$ cat config.mk
export PLATFORM = sky130hd
export DESIGN_NAME = frost32_mem_access_unit
export DESIGN_NICKNAME = d
export VERILOG_FILES = /design/src/rtl/frost32_mem_access_unit.sv
export SDC_FILE = /design/constraint.sdc
export NUM_CORES = 1
export LEC_CHECK = 0
export ABC_AREA = 1
export ABC_CLOCK_PERIOD_IN_PS = 1450
export BUFFER_PORTS_ARGS = -buffer_cell sky130_fd_sc_hd__buf_2
export CORE_AREA = 3 3 168 129
export DETAILED_ROUTE_END_ITERATION = 6
export DIE_AREA = 0 0 171 132
export GPL_TIMING_DRIVEN = 0
export PLACE_DENSITY = 0.55
export SYNTH_ARGS = -nofsm -noshare
export SYNTH_HDL_FRONTEND = slang
export SYNTH_SLANG_ARGS = --single-unit
$ cat constraint.sdc
create_clock -name clk -period 1.45 [get_ports clk]
set_input_delay 0.145 -clock clk [delete_from_list [all_inputs] [get_ports clk]]
set_output_delay 0.145 -clock clk [all_outputs]
set_load 0.01 [all_outputs]
$ cat src/rtl/frost32_mem_access_unit.sv
// Frost32 memory access unit: serves CPU load/store requests from a single-port word RAM without byte
// enables, using read-modify-write for sub-word stores. Define FROST32_MEM_ACCESS_ERR_EN to reject bad accesses.
module frost32_mem_access_unit #(
    parameter int MEM_ADDR_WIDTH = 16,
    parameter int MEM_RD_LATENCY = 1
) (
    input  logic                      clk,
    input  logic                      rst,
    input  logic                      cpu_req,
    input  logic [31:0]               cpu_addr,
    input  logic [31:0]               cpu_wdata,
    input  logic                      cpu_access_type,
    input  logic [1:0]                cpu_access_size,
    output logic [31:0]               cpu_rdata,
    output logic                      cpu_ack,
    output logic                      cpu_err,
    output logic [MEM_ADDR_WIDTH-1:0] mem_addr,
    output logic                      mem_rd_en,
    output logic                      mem_wr_en,
    output logic [31:0]               mem_wdata,
    input  logic [31:0]               mem_rdata
);
    typedef enum logic [2:0] {IDLE, RD_ISSUE, RD_WAIT, MERGE, WR_ISSUE, ACK} state_t;

    localparam logic [1:0] SIZE_32   = 2'd0;
    localparam logic [1:0] SIZE_16   = 2'd1;
    localparam logic [1:0] SIZE_8    = 2'd2;
    localparam logic [1:0] SIZE_BAD  = 2'd3;
    localparam logic [1:0] WAIT_LOAD = 2'(MEM_RD_LATENCY - 1);

    state_t                    state, state_n;
    logic [1:0]                wait_cnt, wait_cnt_n;
    logic [1:0]                lane, lane_n;
    logic [1:0]                size_q, size_n;
    logic                      write_q, write_n;
    logic [15:0]               wdata_q, wdata_n;
    logic [31:0]               word_q, word_n;
    logic [31:0]               cpu_rdata_n;
    logic                      cpu_ack_n;
    logic                      cpu_err_n;
    logic [MEM_ADDR_WIDTH-1:0] mem_addr_n;
    logic                      mem_rd_en_n;
    logic                      mem_wr_en_n;
    logic [31:0]               mem_wdata_n;
    logic                      req_err;
    logic [1:0]                req_size;

    assign req_size = (cpu_access_size == SIZE_BAD) ? SIZE_32 : cpu_access_size;

`ifdef FROST32_MEM_ACCESS_ERR_EN
    assign req_err = (cpu_access_size == SIZE_BAD)
                  || ((cpu_access_size == SIZE_16) && cpu_addr[0])
                  || ((cpu_access_size == SIZE_32) && (cpu_addr[1:0] != 2'b00))
                  || ((cpu_addr >> (MEM_ADDR_WIDTH + 2)) != 32'd0);
`else
    // Without checking, upper address bits are simply dropped.
    logic unused_addr_hi;
    assign unused_addr_hi = ^cpu_addr[31:MEM_ADDR_WIDTH+2];
    assign req_err = 1'b0;
`endif

    function automatic logic [31:0] lane_extract(input logic [31:0] w, input logic [1:0] size,
                                                 input logic [1:0] sel);
        logic [31:0] r;
        case (size)
            SIZE_16: r = {16'h0, sel[1] ? w[31:16] : w[15:0]};
            SIZE_8: begin
                case (sel)
                    2'd0:    r = {24'h0, w[7:0]};
                    2'd1:    r = {24'h0, w[15:8]};
                    2'd2:    r = {24'h0, w[23:16]};
                    default: r = {24'h0, w[31:24]};
                endcase
            end
            default: r = w;
        endcase
        return r;
    endfunction

    function automatic logic [31:0] lane_merge(input logic [31:0] w, input logic [15:0] d,
                                               input logic [1:0] size, input logic [1:0] sel);
        logic [31:0] r;
        r = w;
        if (size == SIZE_16) begin
            if (sel[1]) r[31:16] = d;
            else        r[15:0]  = d;
        end else begin
            case (sel)
                2'd0:    r[7:0]   = d[7:0];
                2'd1:    r[15:8]  = d[7:0];
                2'd2:    r[23:16] = d[7:0];
                default: r[31:24] = d[7:0];
            endcase
        end
        return r;
    endfunction

    always_ff @(posedge clk) begin
        if (rst) begin
            state     <= IDLE;
            wait_cnt  <= 2'd0;
            lane      <= 2'd0;
            size_q    <= 2'd0;
            write_q   <= 1'b0;
            wdata_q   <= 16'h0;
            word_q    <= 32'h0;
            cpu_rdata <= 32'h0;
            cpu_ack   <= 1'b0;
            cpu_err   <= 1'b0;
            mem_addr  <= '0;
            mem_rd_en <= 1'b0;
            mem_wr_en <= 1'b0;
            mem_wdata <= 32'h0;
        end else begin
            state     <= state_n;
            wait_cnt  <= wait_cnt_n;
            lane      <= lane_n;
            size_q    <= size_n;
            write_q   <= write_n;
            wdata_q   <= wdata_n;
            word_q    <= word_n;
            cpu_rdata <= cpu_rdata_n;
            cpu_ack   <= cpu_ack_n;
            cpu_err   <= cpu_err_n;
            mem_addr  <= mem_addr_n;
            mem_rd_en <= mem_rd_en_n;
            mem_wr_en <= mem_wr_en_n;
            mem_wdata <= mem_wdata_n;
        end
    end

    // Outputs are computed one cycle ahead so each strobe is registered and lines up with its state.
    always_comb begin
        state_n     = state;
        wait_cnt_n  = wait_cnt;
        lane_n      = lane;
        size_n      = size_q;
        write_n     = write_q;
        wdata_n     = wdata_q;
        word_n      = word_q;
        cpu_rdata_n = cpu_rdata;
        cpu_ack_n   = 1'b0;
        cpu_err_n   = cpu_err;
        mem_addr_n  = mem_addr;
        mem_rd_en_n = 1'b0;
        mem_wr_en_n = 1'b0;
        mem_wdata_n = mem_wdata;
        case (state)
            IDLE: begin
                if (cpu_req) begin
                    lane_n  = cpu_addr[1:0];
                    size_n  = req_size;
                    write_n = cpu_access_type;
                    wdata_n = cpu_wdata[15:0];
                    if (req_err) begin
                        state_n     = ACK;
                        cpu_ack_n   = 1'b1;
                        cpu_err_n   = 1'b1;
                        cpu_rdata_n = 32'h0;
                    end else begin
                        mem_addr_n = cpu_addr[MEM_ADDR_WIDTH+1:2];
                        if (cpu_access_type && (req_size == SIZE_32)) begin
                            state_n     = WR_ISSUE;
                            mem_wr_en_n = 1'b1;
                            mem_wdata_n = cpu_wdata;
                        end else begin
                            state_n     = RD_ISSUE;
                            mem_rd_en_n = 1'b1;
                        end
                    end
                end
            end
            RD_ISSUE: begin
                state_n    = RD_WAIT;
                wait_cnt_n = WAIT_LOAD;
            end
            RD_WAIT: begin
                if (wait_cnt == 2'd0) begin
                    word_n = mem_rdata;
                    if (write_q) begin
                        state_n = MERGE;
                    end else begin
                        state_n     = ACK;
                        cpu_ack_n   = 1'b1;
                        cpu_err_n   = 1'b0;
                        cpu_rdata_n = lane_extract(mem_rdata, size_q, lane);
                    end
                end else begin
                    wait_cnt_n = wait_cnt - 2'd1;
                end
            end
            MERGE: begin
                state_n     = WR_ISSUE;
                mem_wr_en_n = 1'b1;
                mem_wdata_n = lane_merge(word_q, wdata_q, size_q, lane);
            end
            WR_ISSUE: begin
                state_n     = ACK;
                cpu_ack_n   = 1'b1;
                cpu_err_n   = 1'b0;
                cpu_rdata_n = 32'h0;
            end
            ACK:     state_n = IDLE;
            default: state_n = IDLE;
        endcase
    end
endmodule
==> impl_metrics.yaml <==
synth:
  synth-xor-area-share_pct: 0
  synth_top_family_by_area: "compound AO/OA/AOI/OAI gates"
  syn_area_sq_mm: 0.00702
  yosysWarnings: 0
  ys_top_cells_by_area: "dfxtp_1 (40%), nand2_1 (11%), a21oi_1 (10%)"
  synth.avg_cell_area_sq_um: 6.73
  synthArstFlopShare_pct: 0
  synth_compound_area_share_pct: 24.6
  synthCells: 1042
  yosysMostFrequentCell: "nand2_1"
  synth_top_area_cell: "dfxtp_1"
  ys.flop_type: "dfxtp_1"
  synth_top_area_share_pct: 40.2
  synth_edf_count: 0
  synth_mux_area_share_pct: 0
  ys_types: 29
  yosysSeqAreaShare_pct: 40.2
  synth_commonest_cells: "nand2_1 (210), a21oi_1 (147), dfxtp_1 (141), o21ai_0 (125), nor2_1 (91)"
  synthAdderAreaFrac_pct: 0.892
  synth-seq-cells: 141
  synth-simple-area-share_pct: 24.4
  synth_fp_nets: 1149
setup_path:
  reg2reg_slack_ns: -0.10
  start_kind: "flip-flop"
  cp_max_fo: 6
  worst_setup_path_end_kind: "flip-flop"
  crit_family: "simple AND/OR/NAND/NOR gates"
  arrival_ns: 1.88
  critPathBufInv: 1
  cp.required_ns: 1.78
  cp_slowest_stage_delay_ns: 0.37
  critPathKind: "reg2reg"
  cpMostUsedCell: "nor2_1"
  crit_path_top_delay_cell: "dfxtp_4"
  cp_cell_sequence: "nor2_4 -> nand4_4 -> nand2_4 -> buf_6 -> nand2_1 -> nor2_1 -> nor2_1"
layout:
  syn_to_final_growth_pct: 49.1
  fin_util_pct: 51.9
  drive_above_1_share_pct: 33.5
  antenna_cells: 0
  final_nets: 1405
clocking:
  cts_buffer_depth: 2
  cts_root_buf: "clkbuf_16"
  cts_tree: "built"
  htreeDepth: 4
  numClockSinks: 141
  clk_pin_slew_ns: 0.07
  cts_buffers: 17
  clk_latency_ns: 0.44
sta:
  hold_viol: 2
  fin_crit_sh_pct: 107
  timing.final.ws_setup_ns: -0.104
  max_slew_margin_pct: 49.4
  setup_violations: 74
  fin_crit_ns: 1.55
  worstMarginPinSlew_ns: 0.759
  whs_ns: -0.00606
  slew_viol_final: 0
  finClkSkew_ns: 0.0119
  rsz0062_at_grt: "yes"
  fin_setup_tns_ns: -3.66
  max_freq_ghz: 0.643
grt:
  first_global_vias: 7530
  grt_max_degree: 17
  track_usage_pct: 23.6
  antenna_found_initial: 0
  overflow: 0
  grt_pass1_wl_um: 41700
run_status:
  status: "finished with violations"
  violations: "hold timing, setup timing"
die:
  start_util_pct: 34.8
  core_region_area_sq_mm: 0.0202
  ioPinCount: 186
  die_x_um: 171
  die-area_sq_mm: 0.0226
  die_y_um: 132
  std_cell_rows: 45
route:
  drt_iter0_drc: 755
  drc: 0
  wl_um: 28800
  vias: 8259
  ant_nets: 0
  wl_per_cell_um: 18.3
  drt-vias-per-instance: 5.26
  drtPass1Iterations: 5
run:
  drv_cap: 0
worst_hold_path:
  min_path_type: "in2reg"
power:
  ir_drop_mv: 0.711
  power-per-cell-area_mw_per_mm2: 1690
  static-leakage-power_uw: 0.00462
placed_design:
  post-place-ws_ns: -0.482
  dp_hpwl_um: 20100
  place.gp.congestion: 0.894
  port_buffers: 169
[worst paths after layout]
path / startpoint / end / depth (start not counted)
max: state[1] / mem_wdata[6] / 7
min: cpu_addr[1] / lane[1] / 3
max reg2reg: state[1] / mem_wdata[6] / 7
min reg2reg: mem_addr[8] / mem_addr[8] / 2
[registers in the layout, indices dropped and copies added, names as in the netlist, 2 cells and up]
| signal | count |
|---|---|
| word_q | 32 |
| wait_cnt | 2 |
| wdata_q | 16 |
| mem_wdata | 32 |
| size_q | 2 |
| state | 3 |
| cpu_rdata | 32 |
| mem_addr | 16 |
| lane | 2 |
[report_power, final]
part	switching, uW	internal (uW)
registers	545	4690
clock network	1930	2610
logic	4690	3170
total	7170	10500
[worst min-delay path: cells and delay by family]
kind,cells,cell delay [ns]
buffers and inverters,1,0.08
AO/OA/AOI/OAI,2,0.16
[repair_timing]
action                                  4_1_cts  5_1_grt
buffers inserted                             16       15
gates cloned                                  1       12
endpoints found under the setup margin      137      120
pin swaps                                    16       47
hold endpoints to repair                     26        0
hold buffers                                 26        0
resized for setup                           119      235
[routing by layer]
metal	GRT usage [%]	wire length, um
met3	5.79	2280
met2	35.6	12700
met4	3.40	178
met5	0	0
met1	34.8	13600
[cells by family (layout without fill, tap and decap cells)]
kind of cell / after synthesis / in the layout
AO/OA/AOI/OAI: 321 / 321
adder cells (fa/ha/maj): 5 / 5
buffers and inverters: 169 / 435
flip-flops: 141 / 141
other: 1 / 1
AND/OR/NAND/NOR: 405 / 408
[layout make-up]
| cell class | instances | area (sq um) |
|---|---|---|
| fillers | 2024 | 9700 |
| multi-input cells | 735 | 4050 |
| flip-flops and latches | 141 | 2840 |
| repair buffers | 236 | 1620 |
| plain buffers | 73 | 639 |
| clock buffers | 18 | 439 |
| inverters | 94 | 393 |
| well taps | 258 | 323 |
| clock inverters | 14 | 158 |
[layout by cell type (no fill, tap or decap), types with 5 or more instances in the layout]
cell	count
a211oi_1	5
a211oi_2	8
a21oi_1	121
a21oi_2	26
buf_12	7
buf_2	176
buf_4	33
buf_6	17
buf_8	14
clkbuf_1	13
clkbuf_16	24
clkbuf_2	8
clkbuf_4	8
dfxtp_1	134
dlygate4sd3_1	26
inv_1	83
inv_6	7
nand2_1	180
nand2_2	20
nand2_4	11
nand3_1	88
nor2_1	75
nor2_2	13
nor2_4	7
o211ai_1	31
o21ai_0	78
o21ai_1	31
o21ai_2	18
[metrics by stage]
step / instances / instance area [sq um] / power [uW]
final: 1569 / 10500 / 17600
after global routing: 1569 / 10500 / 18600
after CTS: 1543 / 9540 / 16200
after detailed placement: 1469 / 8200 / 10800
after global placement: 1469 / 8200 / 10700
after floorplan: 1042 / 7030 / 8840
Power figures use the tool's default switching activity.
